===== src/rtl/wci_axi_arbiter_pkg.sv =====
// Shared definitions for the two-requester AXI-Lite arbiter.
//   state_t : FSM encoding, also exported on the debug state port
//   OKAY / SLVERR : AXI response codes
//   PROT : constant protection attributes driven on AW/AR
package wci_axi_pkg;

    typedef enum logic [2:0] {
        ST_IDLE  = 3'd0,
        ST_WADDR = 3'd1,
        ST_WRESP = 3'd2,
        ST_RADDR = 3'd3,
        ST_RDATA = 3'd4,
        ST_DONE  = 3'd5
    } state_t;

    localparam logic [1:0] OKAY   = 2'b00;
    localparam logic [1:0] SLVERR = 2'b10;
    localparam logic [2:0] PROT   = 3'b000;

endpackage


===== src/rtl/wci_axi_arbiter_if.sv =====
// AXI-Lite master port bundle (AW, W, B, AR, R).
// Handshake rule on every channel: a beat transfers on a rising clock edge
// where valid and ready are both high; the source holds valid and payload
// stable until that edge, and ready may be asserted before or after valid.
//   master : arbiter side (drives valids, addresses, write data, readies for B/R)
//   slave  : memory/peripheral side
interface wci_axi_arbiter_if;

    logic        awvalid;
    logic        awready;
    logic [31:0] awaddr;
    logic [2:0]  awprot;

    logic        wvalid;
    logic        wready;
    logic [31:0] wdata;
    logic [3:0]  wstrb;

    logic        bvalid;
    logic        bready;
    logic [1:0]  bresp;

    logic        arvalid;
    logic        arready;
    logic [31:0] araddr;
    logic [2:0]  arprot;

    logic        rvalid;
    logic        rready;
    logic [31:0] rdata;
    logic [1:0]  rresp;

    modport master (
        output awvalid, awaddr, awprot, input awready,
        output wvalid, wdata, wstrb, input wready,
        input bvalid, bresp, output bready,
        output arvalid, araddr, arprot, input arready,
        input rvalid, rdata, rresp, output rready
    );

    modport slave (
        input awvalid, awaddr, awprot, output awready,
        input wvalid, wdata, wstrb, output wready,
        output bvalid, bresp, input bready,
        input arvalid, araddr, arprot, output arready,
        output rvalid, rdata, rresp, input rready
    );

endinterface


===== src/rtl/wci_rr_arb2.sv =====
// Two-way round-robin pick.
//   req_i   : pending requests, bit N = requester N
//   last_i  : index of the requester granted most recently
//   grant_o : winning index (only meaningful when req_i != 0)
// A lone requester always wins; on contention the one that was not served
// last wins.
module wci_rr_arb2 (
    input  logic [1:0] req_i,
    input  logic       last_i,
    output logic       grant_o
);

    always_comb begin
        grant_o = 1'b0;
        case (req_i)
            2'b01:   grant_o = 1'b0;
            2'b10:   grant_o = 1'b1;
            2'b11:   grant_o = ~last_i;
            default: grant_o = 1'b0;
        endcase
    end

endmodule


===== src/rtl/wci_axi_arbiter.sv =====
// Serialises single-beat read/write requests from two requesters onto one
// AXI-Lite master port, with a per-transaction watchdog.
//   oped_clk125 / oped_reset : clock, synchronous active-high reset
//   rN_req/we/addr/wdata/wstrb : requester N command (held until rN_done)
//   rN_done/rdata/resp : one-cycle completion with read data and AXI response
//   wcim0 : AXI-Lite master port (all outputs registered)
//   busy : FSM not idle; grant : requester being/last served
//   timeout_cnt : saturating count of watchdog expiries
//   dbg_state_o : current FSM state
module wci_axi_arbiter
    import wci_axi_pkg::*;
#(
    parameter logic [15:0] TIMEOUT = 16'd1024
) (
    input  logic        oped_clk125,
    input  logic        oped_reset,
    input  logic        r0_req,
    input  logic        r0_we,
    input  logic [31:0] r0_addr,
    input  logic [31:0] r0_wdata,
    input  logic [3:0]  r0_wstrb,
    output logic        r0_done,
    output logic [31:0] r0_rdata,
    output logic [1:0]  r0_resp,
    input  logic        r1_req,
    input  logic        r1_we,
    input  logic [31:0] r1_addr,
    input  logic [31:0] r1_wdata,
    input  logic [3:0]  r1_wstrb,
    output logic        r1_done,
    output logic [31:0] r1_rdata,
    output logic [1:0]  r1_resp,
    wci_axi_arbiter_if.master wcim0,
    output logic        busy,
    output logic        grant,
    output logic [7:0]  timeout_cnt,
    output state_t      dbg_state_o
);

    state_t      state_q, state_d;
    logic        awvalid_q, awvalid_d, wvalid_q, wvalid_d, arvalid_q, arvalid_d;
    logic        bready_q, bready_d, rready_q, rready_d;
    logic [31:0] addr_q, addr_d, wdata_q, wdata_d, rdata_q, rdata_d;
    logic [3:0]  wstrb_q, wstrb_d;
    logic [1:0]  resp_q, resp_d;
    logic        grant_q, grant_d, last_q, last_d;
    logic [15:0] tmo_q, tmo_d;
    logic [7:0]  tcnt_q, tcnt_d;
    logic        rr_grant;
    logic        tmo_hit;

    wci_rr_arb2 u_rr (
        .req_i   ({r1_req, r0_req}),
        .last_i  (last_q),
        .grant_o (rr_grant)
    );

    // Expire on the cycle whose increment would reach TIMEOUT; >= keeps the
    // watchdog firing even if a completing handshake skipped the exact value.
    assign tmo_hit = (TIMEOUT != 16'd0) && (tmo_q >= (TIMEOUT - 16'd1));

    always_comb begin
        state_d   = state_q;
        awvalid_d = awvalid_q;
        wvalid_d  = wvalid_q;
        arvalid_d = arvalid_q;
        addr_d    = addr_q;
        wdata_d   = wdata_q;
        wstrb_d   = wstrb_q;
        rdata_d   = rdata_q;
        resp_d    = resp_q;
        grant_d   = grant_q;
        last_d    = last_q;
        tmo_d     = tmo_q;
        tcnt_d    = tcnt_q;

        case (state_q)
            ST_IDLE: begin
                if (r0_req || r1_req) begin
                    grant_d = rr_grant;
                    last_d  = rr_grant;
                    addr_d  = rr_grant ? r1_addr  : r0_addr;
                    wdata_d = rr_grant ? r1_wdata : r0_wdata;
                    wstrb_d = rr_grant ? r1_wstrb : r0_wstrb;
                    tmo_d   = 16'd0;
                    if (rr_grant ? r1_we : r0_we) begin
                        state_d   = ST_WADDR;
                        awvalid_d = 1'b1;
                        wvalid_d  = 1'b1;
                    end else begin
                        state_d   = ST_RADDR;
                        arvalid_d = 1'b1;
                    end
                end
            end
            ST_WADDR: begin
                tmo_d = tmo_q + 16'd1;
                if (wcim0.awready) awvalid_d = 1'b0;
                if (wcim0.wready)  wvalid_d  = 1'b0;
                // Each channel is finished if it already dropped or handshakes now.
                if ((!awvalid_q || wcim0.awready) && (!wvalid_q || wcim0.wready))
                    state_d = ST_WRESP;
            end
            ST_WRESP: begin
                tmo_d = tmo_q + 16'd1;
                if (wcim0.bvalid) begin
                    resp_d  = wcim0.bresp;
                    rdata_d = 32'd0;
                    state_d = ST_DONE;
                end
            end
            ST_RADDR: begin
                tmo_d = tmo_q + 16'd1;
                if (wcim0.arready) begin
                    arvalid_d = 1'b0;
                    state_d   = ST_RDATA;
                end
            end
            ST_RDATA: begin
                tmo_d = tmo_q + 16'd1;
                if (wcim0.rvalid) begin
                    resp_d  = wcim0.rresp;
                    rdata_d = wcim0.rdata;
                    state_d = ST_DONE;
                end
            end
            ST_DONE: state_d = ST_IDLE;
            default: state_d = ST_IDLE;
        endcase

        // A real completion this cycle beats the watchdog.
        if (tmo_hit && (state_q != ST_IDLE) && (state_q != ST_DONE) && (state_d != ST_DONE)) begin
            awvalid_d = 1'b0;
            wvalid_d  = 1'b0;
            arvalid_d = 1'b0;
            resp_d    = SLVERR;
            rdata_d   = 32'd0;
            state_d   = ST_DONE;
            tcnt_d    = (tcnt_q == 8'hFF) ? tcnt_q : tcnt_q + 8'd1;
        end

        // Readies stay up in IDLE so stragglers from a timed-out transaction drain.
        bready_d = (state_d == ST_WRESP) || (state_d == ST_IDLE);
        rready_d = (state_d == ST_RDATA) || (state_d == ST_IDLE);
    end

    always_ff @(posedge oped_clk125) begin
        if (oped_reset) begin
            state_q   <= ST_IDLE;
            awvalid_q <= 1'b0;
            wvalid_q  <= 1'b0;
            arvalid_q <= 1'b0;
            bready_q  <= 1'b0;
            rready_q  <= 1'b0;
            addr_q    <= 32'd0;
            wdata_q   <= 32'd0;
            wstrb_q   <= 4'd0;
            rdata_q   <= 32'd0;
            resp_q    <= 2'd0;
            grant_q   <= 1'b0;
            last_q    <= 1'b1;
            tmo_q     <= 16'd0;
            tcnt_q    <= 8'd0;
        end else begin
            state_q   <= state_d;
            awvalid_q <= awvalid_d;
            wvalid_q  <= wvalid_d;
            arvalid_q <= arvalid_d;
            bready_q  <= bready_d;
            rready_q  <= rready_d;
            addr_q    <= addr_d;
            wdata_q   <= wdata_d;
            wstrb_q   <= wstrb_d;
            rdata_q   <= rdata_d;
            resp_q    <= resp_d;
            grant_q   <= grant_d;
            last_q    <= last_d;
            tmo_q     <= tmo_d;
            tcnt_q    <= tcnt_d;
        end
    end

    assign wcim0.awvalid = awvalid_q;
    assign wcim0.awaddr  = addr_q;
    assign wcim0.awprot  = PROT;
    assign wcim0.wvalid  = wvalid_q;
    assign wcim0.wdata   = wdata_q;
    assign wcim0.wstrb   = wstrb_q;
    assign wcim0.bready  = bready_q;
    assign wcim0.arvalid = arvalid_q;
    assign wcim0.araddr  = addr_q;
    assign wcim0.arprot  = PROT;
    assign wcim0.rready  = rready_q;

    assign r0_done  = (state_q == ST_DONE) && !grant_q;
    assign r1_done  = (state_q == ST_DONE) && grant_q;
    assign r0_rdata = r0_done ? rdata_q : 32'd0;
    assign r1_rdata = r1_done ? rdata_q : 32'd0;
    assign r0_resp  = r0_done ? resp_q : 2'd0;
    assign r1_resp  = r1_done ? resp_q : 2'd0;

    assign busy        = (state_q != ST_IDLE);
    assign grant       = grant_q;
    assign timeout_cnt = tcnt_q;
    assign dbg_state_o = state_q;

endmodule


===== src/flat_wrapper.sv =====
// flat-port wrapper written by rule: the top's interface ports become plain ports
module wci_axi_arbiter_flat import wci_axi_pkg::*;
#(
    parameter logic [15:0] TIMEOUT = 16'd1024
)
  (oped_clk125, oped_reset, r0_req, r0_we, r0_addr, r0_wdata, r0_wstrb, r0_done, r0_rdata, r0_resp, r1_req, r1_we, r1_addr, r1_wdata, r1_wstrb, r1_done, r1_rdata, r1_resp, busy, grant, timeout_cnt, dbg_state_o, wcim0_awvalid, wcim0_awaddr, wcim0_awprot, wcim0_awready, wcim0_wvalid, wcim0_wdata, wcim0_wstrb, wcim0_wready, wcim0_bvalid, wcim0_bresp, wcim0_bready, wcim0_arvalid, wcim0_araddr, wcim0_arprot, wcim0_arready, wcim0_rvalid, wcim0_rdata, wcim0_rresp, wcim0_rready);
  wci_axi_arbiter_if wcim0_i ();
  input  logic oped_clk125;
  input  logic oped_reset;
  input  logic r0_req;
  input  logic r0_we;
  input  logic [31:0] r0_addr;
  input  logic [31:0] r0_wdata;
  input  logic [3:0] r0_wstrb;
  output logic r0_done;
  output logic [31:0] r0_rdata;
  output logic [1:0] r0_resp;
  input  logic r1_req;
  input  logic r1_we;
  input  logic [31:0] r1_addr;
  input  logic [31:0] r1_wdata;
  input  logic [3:0] r1_wstrb;
  output logic r1_done;
  output logic [31:0] r1_rdata;
  output logic [1:0] r1_resp;
  output logic busy;
  output logic grant;
  output logic [7:0] timeout_cnt;
  output state_t dbg_state_o;
  output wire logic [$bits(wcim0_i.awvalid)-1:0] wcim0_awvalid;
  output wire logic [$bits(wcim0_i.awaddr)-1:0] wcim0_awaddr;
  output wire logic [$bits(wcim0_i.awprot)-1:0] wcim0_awprot;
  input wire logic [$bits(wcim0_i.awready)-1:0] wcim0_awready;
  output wire logic [$bits(wcim0_i.wvalid)-1:0] wcim0_wvalid;
  output wire logic [$bits(wcim0_i.wdata)-1:0] wcim0_wdata;
  output wire logic [$bits(wcim0_i.wstrb)-1:0] wcim0_wstrb;
  input wire logic [$bits(wcim0_i.wready)-1:0] wcim0_wready;
  input wire logic [$bits(wcim0_i.bvalid)-1:0] wcim0_bvalid;
  input wire logic [$bits(wcim0_i.bresp)-1:0] wcim0_bresp;
  output wire logic [$bits(wcim0_i.bready)-1:0] wcim0_bready;
  output wire logic [$bits(wcim0_i.arvalid)-1:0] wcim0_arvalid;
  output wire logic [$bits(wcim0_i.araddr)-1:0] wcim0_araddr;
  output wire logic [$bits(wcim0_i.arprot)-1:0] wcim0_arprot;
  input wire logic [$bits(wcim0_i.arready)-1:0] wcim0_arready;
  input wire logic [$bits(wcim0_i.rvalid)-1:0] wcim0_rvalid;
  input wire logic [$bits(wcim0_i.rdata)-1:0] wcim0_rdata;
  input wire logic [$bits(wcim0_i.rresp)-1:0] wcim0_rresp;
  output wire logic [$bits(wcim0_i.rready)-1:0] wcim0_rready;
  assign wcim0_awvalid = wcim0_i.awvalid;
  assign wcim0_awaddr = wcim0_i.awaddr;
  assign wcim0_awprot = wcim0_i.awprot;
  assign wcim0_i.awready = wcim0_awready;
  assign wcim0_wvalid = wcim0_i.wvalid;
  assign wcim0_wdata = wcim0_i.wdata;
  assign wcim0_wstrb = wcim0_i.wstrb;
  assign wcim0_i.wready = wcim0_wready;
  assign wcim0_i.bvalid = wcim0_bvalid;
  assign wcim0_i.bresp = wcim0_bresp;
  assign wcim0_bready = wcim0_i.bready;
  assign wcim0_arvalid = wcim0_i.arvalid;
  assign wcim0_araddr = wcim0_i.araddr;
  assign wcim0_arprot = wcim0_i.arprot;
  assign wcim0_i.arready = wcim0_arready;
  assign wcim0_i.rvalid = wcim0_rvalid;
  assign wcim0_i.rdata = wcim0_rdata;
  assign wcim0_i.rresp = wcim0_rresp;
  assign wcim0_rready = wcim0_i.rready;
  wci_axi_arbiter #(.TIMEOUT(TIMEOUT)) u_core (.oped_clk125(oped_clk125), .oped_reset(oped_reset), .r0_req(r0_req), .r0_we(r0_we), .r0_addr(r0_addr), .r0_wdata(r0_wdata), .r0_wstrb(r0_wstrb), .r0_done(r0_done), .r0_rdata(r0_rdata), .r0_resp(r0_resp), .r1_req(r1_req), .r1_we(r1_we), .r1_addr(r1_addr), .r1_wdata(r1_wdata), .r1_wstrb(r1_wstrb), .r1_done(r1_done), .r1_rdata(r1_rdata), .r1_resp(r1_resp), .wcim0(wcim0_i), .busy(busy), .grant(grant), .timeout_cnt(timeout_cnt), .dbg_state_o(dbg_state_o));
endmodule

===== config.mk =====
export PLATFORM = sky130hd
export DESIGN_NAME = wci_axi_arbiter_flat
export DESIGN_NICKNAME = d
export VERILOG_FILES = /design/src/rtl/wci_axi_arbiter_pkg.sv /design/src/rtl/wci_axi_arbiter_if.sv /design/src/rtl/wci_rr_arb2.sv /design/src/rtl/wci_axi_arbiter.sv /design/src/flat_wrapper.sv
export SDC_FILE = /design/constraint.sdc
export NUM_CORES = 1
export LEC_CHECK = 0
export BUFFER_PORTS_ARGS = -buffer_cell sky130_fd_sc_hd__buf_2
export CAP_MARGIN = 10
export CORE_ASPECT_RATIO = 0.5
export CORE_MARGIN = 1.5
export CORE_UTILIZATION = 45
export CTS_CLUSTER_SIZE = 16
export DETAILED_ROUTE_END_ITERATION = 10
export MAX_ROUTING_LAYER = met4
export PLACE_DENSITY = 0.77
export SYNTH_ARGS = -nofsm -noshare
export SYNTH_HDL_FRONTEND = slang
export SYNTH_SLANG_ARGS = --single-unit

===== constraint.sdc =====
create_clock -name oped_clk125 -period 2.42 [get_ports oped_clk125]
set_input_delay 0 -clock oped_clk125 [delete_from_list [all_inputs] [get_ports oped_clk125]]
set_output_delay 0 -clock oped_clk125 [all_outputs]
set_load 0.01 [all_outputs]

==> run metrics, run 1 <==
Chip Height ~92 um; synthesized-area fraction occupied by and/or/nand/nor cells between 20% and 30%; post-detailed-route count of antenna-violating nets 0; clock latency of the later-clocked register in the worst-skew pair 0.41 ns; final worst hold slack -0.000715 ns; Initial DRT Pass Iterations 5; achievable clock frequency 455 MHz; largest family of logic cells by synthesized area simple AND/OR/NAND/NOR gates; GRT Total Usage approximately 28%; worst-path cell with the longest stage delay sky130_fd_sc_hd__dfxtp_1; Post-Syn Area a little over 0.007 mm^2; global-route wire length before repair 36.6 mm; TritonCTS clock tree built; total gr overflow 0; Pwr Total between 9000 and 10000 uW; initial core utilization 46.1%; synthesized-area fraction occupied by ao, oa, aoi and oai cells a little under a fifth; Row Count 32; area share of the leading cell type in the synthesized netlist roughly two fifths; max_slew headroom about three fifths; number of post-CTS setup repair buffers 0; P&R area growth vs syn 52.3%; level count of the clock H-tree 4; cts bufs inserted 17; total setup violations reported at the end of the flow 0; number of input and output port buffers inserted 370; share of async-settable or async-resettable flops after synthesis 0%; worst path arrival time 2.20 ns; Hold Vio Cnt, Final 1; Die X between 150 and 200 um; hold path start r0_wdata[27]; most used cell along the critical path sky130_fd_sc_hd__nor2_1; Total Die Area between 0.015 and 0.02 mm^2; DR iter-0 viols 407; share of total power in the clock network 27.8%; final instance area around 0.011 mm^2; Vias 7489; clock transition at the registers of the reported paths about 0.070 ns; worst hold path stage count 3; startpoint-to-endpoint class of the critical path register to output pin; final weighted congestion of routability-driven global placement approximately 0.95; IO Pins roughly 380; total DRC errors in the routed layout 0; cell-internal power roughly 5700 uW; via count of the first global-routing pass 7325; sink count of the clock tree around 140; number of instances in the synthesized netlist between 700 and 800; Root Buffer Master sky130_fd_sc_hd__clkbuf_16; mean cell area of the mapped netlist ~9.3 um^2; number of antenna violations at the first check in global routing 1; clock period minus worst slack around 2.2 ns; xor/xnor share of the synthesized area roughly 2.0%; total core area about 0.015 mm^2; Distinct cells, synth 64; largest area contributor in the netlist sky130_fd_sc_hd__dfxtp_1; Critical Path Sink Type output pin; fin crit share 90.7%; r2r startpoint u_core.last_q; register-to-register setup slack 0.35 ns; detailed-route vias per instance slightly above 5; largest incremental delay on the critical path about 0.68 ns; Peak supply drop between 0.0005 and 0.0006 V; measured slew at the worst slew-check pin approximately 0.57 ns; setup total negative slack 0 ns; final layout net count around 1400; part of the total power dissipated in sequential elements between 30 and 40%; failing checks negative hold slack; multiplexer share of the synthesized area between 10% and 20%; post-synthesis sequential element count roughly 140; sum of net half-perimeters after detailed placement between 10 and 15 mm; capturing point of the worst reg2reg path u_core.wcim0.araddr[23]; Pins Over Slew Limit 0; wire length after detailed routing 23.6 mm; routed length per instance 16.3 um; number of synthesized flops with an enable pin 0; Setup crit start kind register; P_sw between 3000 and 4000 uW; total of cells resized after clock tree synthesis 0; run status finished, violations left; Worst Hold Endpoint u_core.wcim0.wdata[27]; worst clock skew 0.0141 ns; maxcap violations 0; sequential cell area fraction in the yosys report between 30% and 40%; share of layout cells above drive strength 1 between 40% and 50%; switching fraction of total power about two fifths; number of warning messages in the yosys log 0; Hold/Removal Path Class primary input to register; setup repair after global routing missed its margin no; leakage dissipation 0.00499 uW; placed cell area just under 0.009 mm^2; Power Dens Cells ~860 mW/mm^2; CP Max Fanout 35; top cells by area in the synthesized netlist sky130_fd_sc_hd__dfxtp_1, sky130_fd_sc_hd__a211oi_2, sky130_fd_sc_hd__mux2i_1; cell-by-cell trace of the critical path inv_2, nor2_1, nand2_1, nor2_1, buf_4, and2_1, buf_2; path depth of the worst reg2reg path 5; adder-cell share of the synthesized area less than 1%; required time at the endpoint of the critical path 2.42 ns; Combinational Power Share approximately 39%; largest net degree at the start of global routing 73; Max Root-Sink Buffers 2; Filler cells between 1000 and 1500; Most used DFF post-synth sky130_fd_sc_hd__dfxtp_1; number of hold-repair buffers added at the cts stage ~150
## metal layers
layer,GRT usage (%),vias to the layer above,wire length (um)
li1,-,3541,-
met1,32.4,3574,9710
met2,50.1,299,12100
met3,4.29,75,1100
met4,11.3,0,718
met5,-,-,0
## cell type report
class                   count  area [um^2]  area share (%)
clock buffers              17          425            3.93
clock inverters            15          156            1.45
multi-input cells         532         3740            34.5
repair buffers            531         3490            32.3
well taps                 204          255            2.36
flip-flops and latches    136         2720            25.2
inverters                   7         26.3           0.243
diodes                      1         2.50          0.0231
## cell usage after synthesis (4+ instances only)
library cell / instances
sky130_fd_sc_hd__dfxtp_1: 136
sky130_fd_sc_hd__nor2_1: 100
sky130_fd_sc_hd__mux2i_1: 72
sky130_fd_sc_hd__and2_1: 68
sky130_fd_sc_hd__a211oi_2: 60
sky130_fd_sc_hd__buf_4: 49
sky130_fd_sc_hd__a21oi_1: 43
sky130_fd_sc_hd__nand2_1: 41
sky130_fd_sc_hd__nand3_1: 41
sky130_fd_sc_hd__buf_2: 20
sky130_fd_sc_hd__clkbuf_1: 18
sky130_fd_sc_hd__a211oi_1: 11
sky130_fd_sc_hd__xor2_1: 11
sky130_fd_sc_hd__buf_6: 9
sky130_fd_sc_hd__nand4_1: 6
sky130_fd_sc_hd__o21ai_0: 6
sky130_fd_sc_hd__inv_1: 5
sky130_fd_sc_hd__nor2b_1: 5
sky130_fd_sc_hd__xnor2_1: 5
sky130_fd_sc_hd__and3_1: 4
## critical path, delay by kind of cell (launching register included)
kind                   cells  cell delay (ns)
buffers and inverters      3             0.52
DFF                        1             0.68
and+or+nand+nor            4             0.57
## cells in the final DEF (no fill, tap or decap), types with 5 or more instances in the layout
cell type / count
sky130_fd_sc_hd__buf_2: 369
sky130_fd_sc_hd__dlygate4sd3_1: 147
sky130_fd_sc_hd__dfxtp_1: 136
sky130_fd_sc_hd__nor2_1: 100
sky130_fd_sc_hd__mux2i_1: 72
sky130_fd_sc_hd__and2_1: 68
sky130_fd_sc_hd__a211oi_2: 60
sky130_fd_sc_hd__a21oi_1: 43
sky130_fd_sc_hd__nand2_1: 41
sky130_fd_sc_hd__nand3_1: 41
sky130_fd_sc_hd__clkbuf_16: 17
sky130_fd_sc_hd__xor2_1: 11
sky130_fd_sc_hd__a211oi_1: 11
sky130_fd_sc_hd__buf_4: 10
sky130_fd_sc_hd__inv_6: 7
sky130_fd_sc_hd__nand4_1: 6
sky130_fd_sc_hd__o21ai_0: 6
sky130_fd_sc_hd__conb_1: 6
sky130_fd_sc_hd__inv_1: 5
sky130_fd_sc_hd__nor2b_1: 5
sky130_fd_sc_hd__xnor2_1: 5
sky130_fd_sc_hd__buf_12: 5
## registers in the layout, summed over array words and instances (netlist names)
signal / flops
u_core.rdata_q: 32
u_core.wcim0.araddr: 32
u_core.wcim0.wdata: 32
u_core.tmo_q: 16
u_core.timeout_cnt: 8
u_core.wcim0.wstrb: 4
u_core.dbg_state_o: 3
u_core.resp_q: 2
u_core.grant: 1
u_core.last_q: 1
u_core.wcim0.arvalid: 1
u_core.wcim0.awvalid: 1
u_core.wcim0.bready: 1
u_core.wcim0.rready: 1
u_core.wcim0.wvalid: 1
## metrics by stage
stage               cells  utilization [%]  hold WS, ns  setup slack, ns
finish               1443             70.2    -0.000715            0.224
global route         1443             70.2      0.00398          0.00905
CTS                  1442             70.2      0.00117            0.251
detailed placement   1263             56.8        0.260            0.489
global placement     1263             56.8        0.257            0.586
floorplan             773                -        0.115            0.765
## cells by family (layout without fill, tap and decap cells)
logic type	after synthesis	after routing
buffers and inverters	105	570
AND/OR/NAND/NOR	292	292
XOR/XNOR	16	16
flip-flops	136	136
other	1	7
adder cells (fa/ha/maj)	2	2
AO/OA/AOI/OAI	144	144
multiplexers	72	72
## power groups by stage
| stage | Combinational, uW | Sequential [uW] | Clock [uW] |
|---|---|---|---|
| 2_1_floorplan | 2350 | 3230 | 0 |
| 3_3_place_gp | 3170 | 3100 | 0 |
| 3_5_place_dp | 3260 | 3120 | 0 |
| 4_1_cts | 3510 | 3080 | 2620 |
| 5_1_grt | 3850 | 3150 | 2750 |
| 6_report | 3580 | 3100 | 2580 |
## how the worst max path moves through the flow
stage / startpoint / to / slack [ns] / cells past startpoint
3_3_place_gp: u_core.dbg_state_o[0] / u_core.tmo_q[12] / 0.59 / 6
6_report: u_core.dbg_state_o[0] / r0_rdata[12] / 0.22 / 7
3_5_place_dp: u_core.dbg_state_o[0] / u_core.wcim0.araddr[23] / 0.49 / 7
4_1_cts: u_core.dbg_state_o[0] / r0_rdata[8] / 0.25 / 7
2_1_floorplan: u_core.dbg_state_o[2] / u_core.wcim0.wdata[17] / 0.76 / 7
5_1_grt: u_core.dbg_state_o[0] / r0_rdata[12] / 0.009 / 7
Power figures use the tool's default switching activity.
==> inputs of run 2 (changes only) <==
==> constraint.sdc (replaced) <==
create_clock -name oped_clk125 -period 2.42 [get_ports oped_clk125]
set_input_delay 0.363 -clock oped_clk125 [delete_from_list [all_inputs] [get_ports oped_clk125]]
set_output_delay 0.363 -clock oped_clk125 [all_outputs]
set_load 0.01 [all_outputs]
==> run 2 against run 1 <==
  * The flow now finishes without violations
  * Core utilization fell by 9.6 points
  * Largest power group unchanged
  * Clock skew fell by 0.0027 ns
  * Final cell count fell by 10%
  * Highest routed layer unchanged
  * Fmax fell by 3.6%
  * Via count fell by 13%
  * Setup slack got worse by 0.082 ns
  * Combinational power fell by 8.7%
==> run metrics, run 2 (synthesis results as in run 1) <==
Initial DRT Pass Iterations 5 (unchanged); sink count of the clock tree 136 (unchanged); share of layout cells above drive strength 1 45.7% (+5.5 points); part of the total power dissipated in sequential elements 35.2% (+1.8 points); number of hold-repair buffers added at the cts stage 0 (-100%); worst hold path stage count 2 (-1); minimum setup slack after placement 0.371 ns (-0.118 ns); fin crit share 94.1% (+3.4 points); initial core utilization 46.1% (unchanged); Die X 181 um (unchanged); hold path start wcim0_arready; P&R area growth vs syn 31.5%; cell-internal power 5450 uW (-4.6%); Critical path buffers and inverters 2 (-1); placed cell area 0.00878 mm^2 (+0.23%); final weighted congestion of routability-driven global placement 0.957 (+1.1%); sum of net half-perimeters after detailed placement 14.8 mm (-0.76%); wire length after detailed routing 19.4 mm (-18%); global-route wire length before repair 30.8 mm (-16%); Vias 6535 (-13%); worst-path cell with the longest stage delay sky130_fd_sc_hd__dfxtp_1; P_sw 3300 uW (-6.8%); commonest cells after routing, fill and taps aside sky130_fd_sc_hd__buf_2, sky130_fd_sc_hd__dfxtp_1, sky130_fd_sc_hd__nor2_1; cell family contributing the most delay on the critical path flip-flops; detailed-route vias per instance 5.03 (-3.0%); startpoint-to-endpoint class of the critical path register to output pin; Root Buffer Master sky130_fd_sc_hd__clkbuf_16; Combinational Power Share 37.3% (-1.4 points); cts bufs inserted 17 (unchanged); register-to-register setup slack 0.47 ns (+0.12 ns); total DRC errors in the routed layout 0 (unchanged); clock period minus worst slack 2.28 ns (+0.0823 ns); Peak supply drop 0.000482 V (-17%); Hold/Removal Path Class primary input to register; final instance area 0.00934 mm^2 (-14%); GRT Total Usage 23.5% (-4.8 points); Total Die Area 0.0166 mm^2 (unchanged); TritonCTS clock tree built; final worst hold slack 0.197 ns (+0.198 ns); max_slew headroom 60.4% (-1.5 points); clock transition at the registers of the reported paths 0.06 ns (about the same); share of total power in the clock network 27.4% (-0.4 points); Row Count 32 (unchanged); most common library cell in the layout ignoring fill and taps sky130_fd_sc_hd__buf_2; routed length per instance 14.9 um (-8.7%); final worst slack 0.142 ns (-0.0823 ns); total core area 0.0154 mm^2 (unchanged); IO Pins 377 (unchanged); largest net degree at the start of global routing 64 (-12%); switching fraction of total power 37.7% (-0.55 points); Pins Over Slew Limit 0 (unchanged); final layout net count 1264 (-10%); Worst Hold Endpoint u_core.wcim0.arvalid; Critical Path Sink Type output pin; cell-by-cell trace of the critical path nor2_1, and3_1, buf_4, and2_1, buf_2; r2r startpoint u_core.tmo_q[13]; via count of the first global-routing pass 6304 (-14%); number of input and output port buffers inserted 370 (unchanged); path depth of the worst reg2reg path 5 (unchanged); required time at the endpoint of the critical path 2.06 ns (-0.36 ns); Setup crit start kind register; capturing point of the worst reg2reg path u_core.wcim0.bready; cell count after placement 1264 (+0.079%); total setup violations reported at the end of the flow 0 (unchanged); level count of the clock H-tree 4 (unchanged); setup repair after global routing missed its margin no; DR iter-0 viols 273 (-33%); setup total negative slack 0 ns (unchanged); run status finished, final reports clean; leakage dissipation 0.00436 uW (-13%); number of post-CTS setup repair buffers 0 (unchanged); clock latency of the later-clocked register in the worst-skew pair 0.40 ns (about the same); achievable clock frequency 439 MHz (-3.6%); worst clock skew 0.0114 ns (-0.00269 ns); Hold Vio Cnt, Final 0 (-1); Power Dens Cells 936 mW/mm^2 (+9.4%); measured slew at the worst slew-check pin 0.577 ns (+0.00692 ns); Max Root-Sink Buffers 2 (unchanged); worst path arrival time 1.91 ns (-0.29 ns); CP Max Fanout 35 (unchanged); origin of the worst setup path u_core.dbg_state_o[1]; largest incremental delay on the critical path 0.61 ns (-0.07 ns); total gr overflow 0 (unchanged); number of antenna violations at the first check in global routing 1 (unchanged); Chip Height 91.8 um (unchanged); post-detailed-route count of antenna-violating nets 0 (unchanged); number of standard cells in the layout, taps in and fillers out 1298 (-10%); maxcap violations 0 (unchanged)
==> run 2: per-layer routing <==
metal / vias up / global-route usage (%) / share of wire (%)
met3: 25 / 4.41 / 5.3
met1: 3072 / 28.5 / 44
met5: - / - / 0
li1: 3244 / - / -
met2: 194 / 40.5 / 49
met4: 0 / 5.74 / 1.4
==> run 2: power by group through the flow <==
stage | Clock [uW] | Sequential [uW] | Combinational, uW
after floorplan | 0 | 3230 | 2350
after global placement | 0 | 3100 | 3200
after detailed placement | 0 | 3120 | 3280
after CTS | 2450 | 3080 | 3290
after global routing | 2570 | 3140 | 3550
final | 2400 | 3080 | 3270
==> run 2: area by class of cell <==
type / instances / area, um^2
Sequential cell: 136 / 2730
Tap cell: 204 / 255
Clock buffer: 20 / 457
Multi-Input combinational cell: 532 / 3740
Timing Repair Buffer: 385 / 2050
Inverter: 7 / 26.3
Antenna cell: 2 / 5.00
Clock inverter: 12 / 92.6
Fill cell: 1383 / 6070
==> run 2: worst register-to-register path, stage by stage, from the launching register on <==
cell,delay [ns]
sky130_fd_sc_hd__dfxtp_1,0.34
sky130_fd_sc_hd__nor4_1,0.33
sky130_fd_sc_hd__nand2_1,0.15
sky130_fd_sc_hd__o22ai_2,0.45
sky130_fd_sc_hd__nand4_1,0.27
sky130_fd_sc_hd__nor4_2,0.32
==> run 2: worst max-delay path by stage <==
stage / to / slack (ns) / depth (start not counted)
6_report: r1_rdata[22] / 0.14 / 5
4_1_cts: r0_rdata[22] / 0.12 / 7
3_5_place_dp: r0_rdata[22] / 0.37 / 7
5_1_grt: r1_rdata[16] / 0.04 / 5
3_3_place_gp: r0_rdata[13] / 0.47 / 7
2_1_floorplan: r1_rdata[10] / 0.52 / 7
==> run 2: metrics by stage <==
step	util, %	power (uW)
after global placement	57.0	6300
after CTS	60.5	8820
after floorplan	-	5580
after detailed placement	57.0	6410
final	60.6	8750
after global routing	60.6	9260
==> run 2: repair_timing <==
action | 4_1_cts | 5_1_grt
setup endpoints to repair | 68 | 38
hold endpoints to repair | 0 | 0
gates resized for setup | 1 | 2
==> inputs of run 3 (changes only) <==
==> constraint.sdc (replaced) <==
create_clock -name oped_clk125 -period 2.42 [get_ports oped_clk125]
set_input_delay 0.363 -clock oped_clk125 [delete_from_list [all_inputs] [get_ports oped_clk125]]
set_output_delay 0.363 -clock oped_clk125 [all_outputs]
set_load 0.02 [all_outputs]
==> run 3 against run 2 <==
  * Core utilization up 0.48 points
  * Setup slack improved by 0.044 ns
  * Sequential cell count is the same
  * Critical path depth is 1 lower
  * First-iteration DRC count shrank 0.73%
  * Clock power increased by 8%
  * Worst hold slack better by 0.011 ns
  * Non-clock buffer count increased by 6
  * Combinational power rose by 18%
  * Design area grew 0.79%
  * Sequential power decreased by 1%
  * Fmax is 2.0% higher
  * Critical path type unchanged
  * Critical endpoint is now r1_rdata[3]
==> run metrics, run 3 (synthesis results as in run 1) <==
Root Buffer Master sky130_fd_sc_hd__clkbuf_16; sink count of the clock tree 136 (unchanged); path depth of the worst reg2reg path 6 (+1); initial core utilization 46.1% (unchanged); measured slew at the worst slew-check pin 0.638 ns (+0.0602 ns); CP Max Fanout 35 (unchanged); leakage dissipation 0.00442 uW (+1.5%); P_sw 3820 uW (+16%); Die X 181 um (unchanged); startpoint-to-endpoint class of the critical path register to output pin; commonest cells after routing, fill and taps aside sky130_fd_sc_hd__buf_2, sky130_fd_sc_hd__dfxtp_1, sky130_fd_sc_hd__nor2_1; register-to-register setup slack 0.44 ns (-0.03 ns); Hold Vio Cnt, Final 0 (unchanged); worst path arrival time 1.87 ns (-0.04 ns); Power Dens Cells 1010 mW/mm^2 (+7.6%); detailed-route vias per instance 5.05 (+0.33%); Combinational Power Share 40.8% (+3.5 points); clock period minus worst slack 2.23 ns (-0.0441 ns); Pins Over Slew Limit 0 (unchanged); setup total negative slack 0 ns (unchanged); cts bufs inserted 17 (unchanged); Total Die Area 0.0166 mm^2 (unchanged); Vias 6592 (+0.87%); Initial DRT Pass Iterations 5 (unchanged); share of total power in the clock network 27.2% (-0.2 points); final weighted congestion of routability-driven global placement 0.938 (-2.0%); maxcap violations 0 (unchanged); Hold/Removal Path Class primary input to register; routed length per instance 15.1 um (+1.2%); part of the total power dissipated in sequential elements 32.0% (-3.2 points); share of layout cells above drive strength 1 46.1% (+0.39 points); GRT Total Usage 23.7% (+0.20 points); total DRC errors in the routed layout 0 (unchanged); level count of the clock H-tree 4 (unchanged); clock transition at the registers of the reported paths 0.06 ns (about the same); global-route wire length before repair 31.0 mm (+0.76%); number of antenna violations at the first check in global routing 3 (+2); largest net degree at the start of global routing 63 (-1.6%); Chip Height 91.8 um (unchanged); worst clock skew 0.0109 ns (-0.000468 ns); total core area 0.0154 mm^2 (unchanged); Row Count 32 (unchanged); DR iter-0 viols 271 (-0.73%); wire length after detailed routing 19.7 mm (+1.8%); run status finished, final reports clean; via count of the first global-routing pass 6400 (+1.5%); worst hold path stage count 2 (unchanged); required time at the endpoint of the critical path 2.06 ns (about the same); IO Pins 377 (unchanged); total setup violations reported at the end of the flow 0 (unchanged); post-detailed-route count of antenna-violating nets 0 (unchanged); placed cell area 0.00881 mm^2 (+0.37%); fin crit share 92.3% (-1.8 points); number of input and output port buffers inserted 370 (unchanged); number of post-CTS setup repair buffers 0 (unchanged); Max Root-Sink Buffers 2 (unchanged); Critical Path Sink Type output pin; Peak supply drop 0.000533 V (+11%); final layout net count 1270 (+0.47%); achievable clock frequency 448 MHz (+2.0%); total gr overflow 0 (unchanged); most common library cell in the layout ignoring fill and taps sky130_fd_sc_hd__buf_2; P&R area growth vs syn 32.6%; max_slew headroom 57.4% (-3.0 points); TritonCTS clock tree built; Filler cells 1373 (-0.72%); Setup crit start kind register; switching fraction of total power 40.3% (+2.5 points); setup repair after global routing missed its margin no; final instance area 0.00942 mm^2 (+0.79%); sum of net half-perimeters after detailed placement 15.1 mm (+2.3%); cell-internal power 5670 uW (+4.1%); clock latency of the later-clocked register in the worst-skew pair 0.41 ns (about the same)
-- run 3: cell types whose count changed in the layout (fill, tap and decap cells not counted), moves of 2 or more --
cell / before / now
sky130_fd_sc_hd__buf_4: 9 / 17
sky130_fd_sc_hd__clkinvlp_4: 7 / 1
sky130_fd_sc_hd__clkinv_4: 0 / 4
sky130_fd_sc_hd__bufinv_16: 0 / 2
sky130_fd_sc_hd__clkbuf_8: 2 / 0
sky130_fd_sc_hd__inv_6: 4 / 6
-- run 3: repair_timing --
item / CTS / global route
pin swaps: 0 / 0
hold buffers: 0 / 0
setup endpoints to repair: 35 / 34
resized for setup: 1 / 1
-- run 3: stage by stage --
stage	setup WS [ns]	util, %	hold WS [ns]	instances	power (uW)
floorplan	0.342	-	0.436	773	6070
global route	0.0755	61.1	0.199	1305	9980
finish	0.186	61.1	0.208	1305	9490
detailed placement	0.215	57.2	0.453	1270	6960
CTS	0.0799	61.0	0.192	1302	9570
global placement	0.387	57.2	0.451	1270	6850
-- run 3: area by class of cell --
class,instances,area (um^2),area share (%)
Inverter,7,26.3,0.279
Clock buffer,17,425,4.52
Antenna cell,3,7.51,0.0797
Sequential cell,136,2720,28.9
Clock inverter,15,165,1.75
Multi-Input combinational cell,532,3740,39.7
Timing Repair Buffer,391,2070,22.0
Tap cell,204,255,2.71
-- run 3: routing by layer --
metal / track usage (%) / up-vias / wire, um
met4: 7.14 / 0 / 283
met5: - / - / 0
li1: - / 3259 / -
met3: 4.73 / 29 / 1040
met1: 27.8 / 3113 / 8640
met2: 41.2 / 191 / 9750
-- run 3: worst paths after layout --
kind / from / end
min reg2reg: u_core.rdata_q[13] / u_core.rdata_q[13]
min: wcim0_arready / u_core.wcim0.arvalid
max: u_core.dbg_state_o[1] / r1_rdata[3]
max reg2reg: u_core.dbg_state_o[1] / u_core.wcim0.araddr[21]
-- run 3: worst max-delay path: stages (launching register included) --
cell and delay [ns]:
sky130_fd_sc_hd__dfxtp_1 0.44, sky130_fd_sc_hd__nor2_1 0.24, sky130_fd_sc_hd__and3_4 0.40, sky130_fd_sc_hd__and2_1 0.20, sky130_fd_sc_hd__buf_2 0.17
-- run 3: power by group through the flow --
stage / Clock [uW] / Combinational [uW] / Sequential [uW]
after floorplan: 0 / 2500 / 3560
after global placement: 0 / 3790 / 3070
after detailed placement: 0 / 3870 / 3090
after CTS: 2640 / 3890 / 3040
after global routing: 2750 / 4140 / 3090
final: 2580 / 3870 / 3040
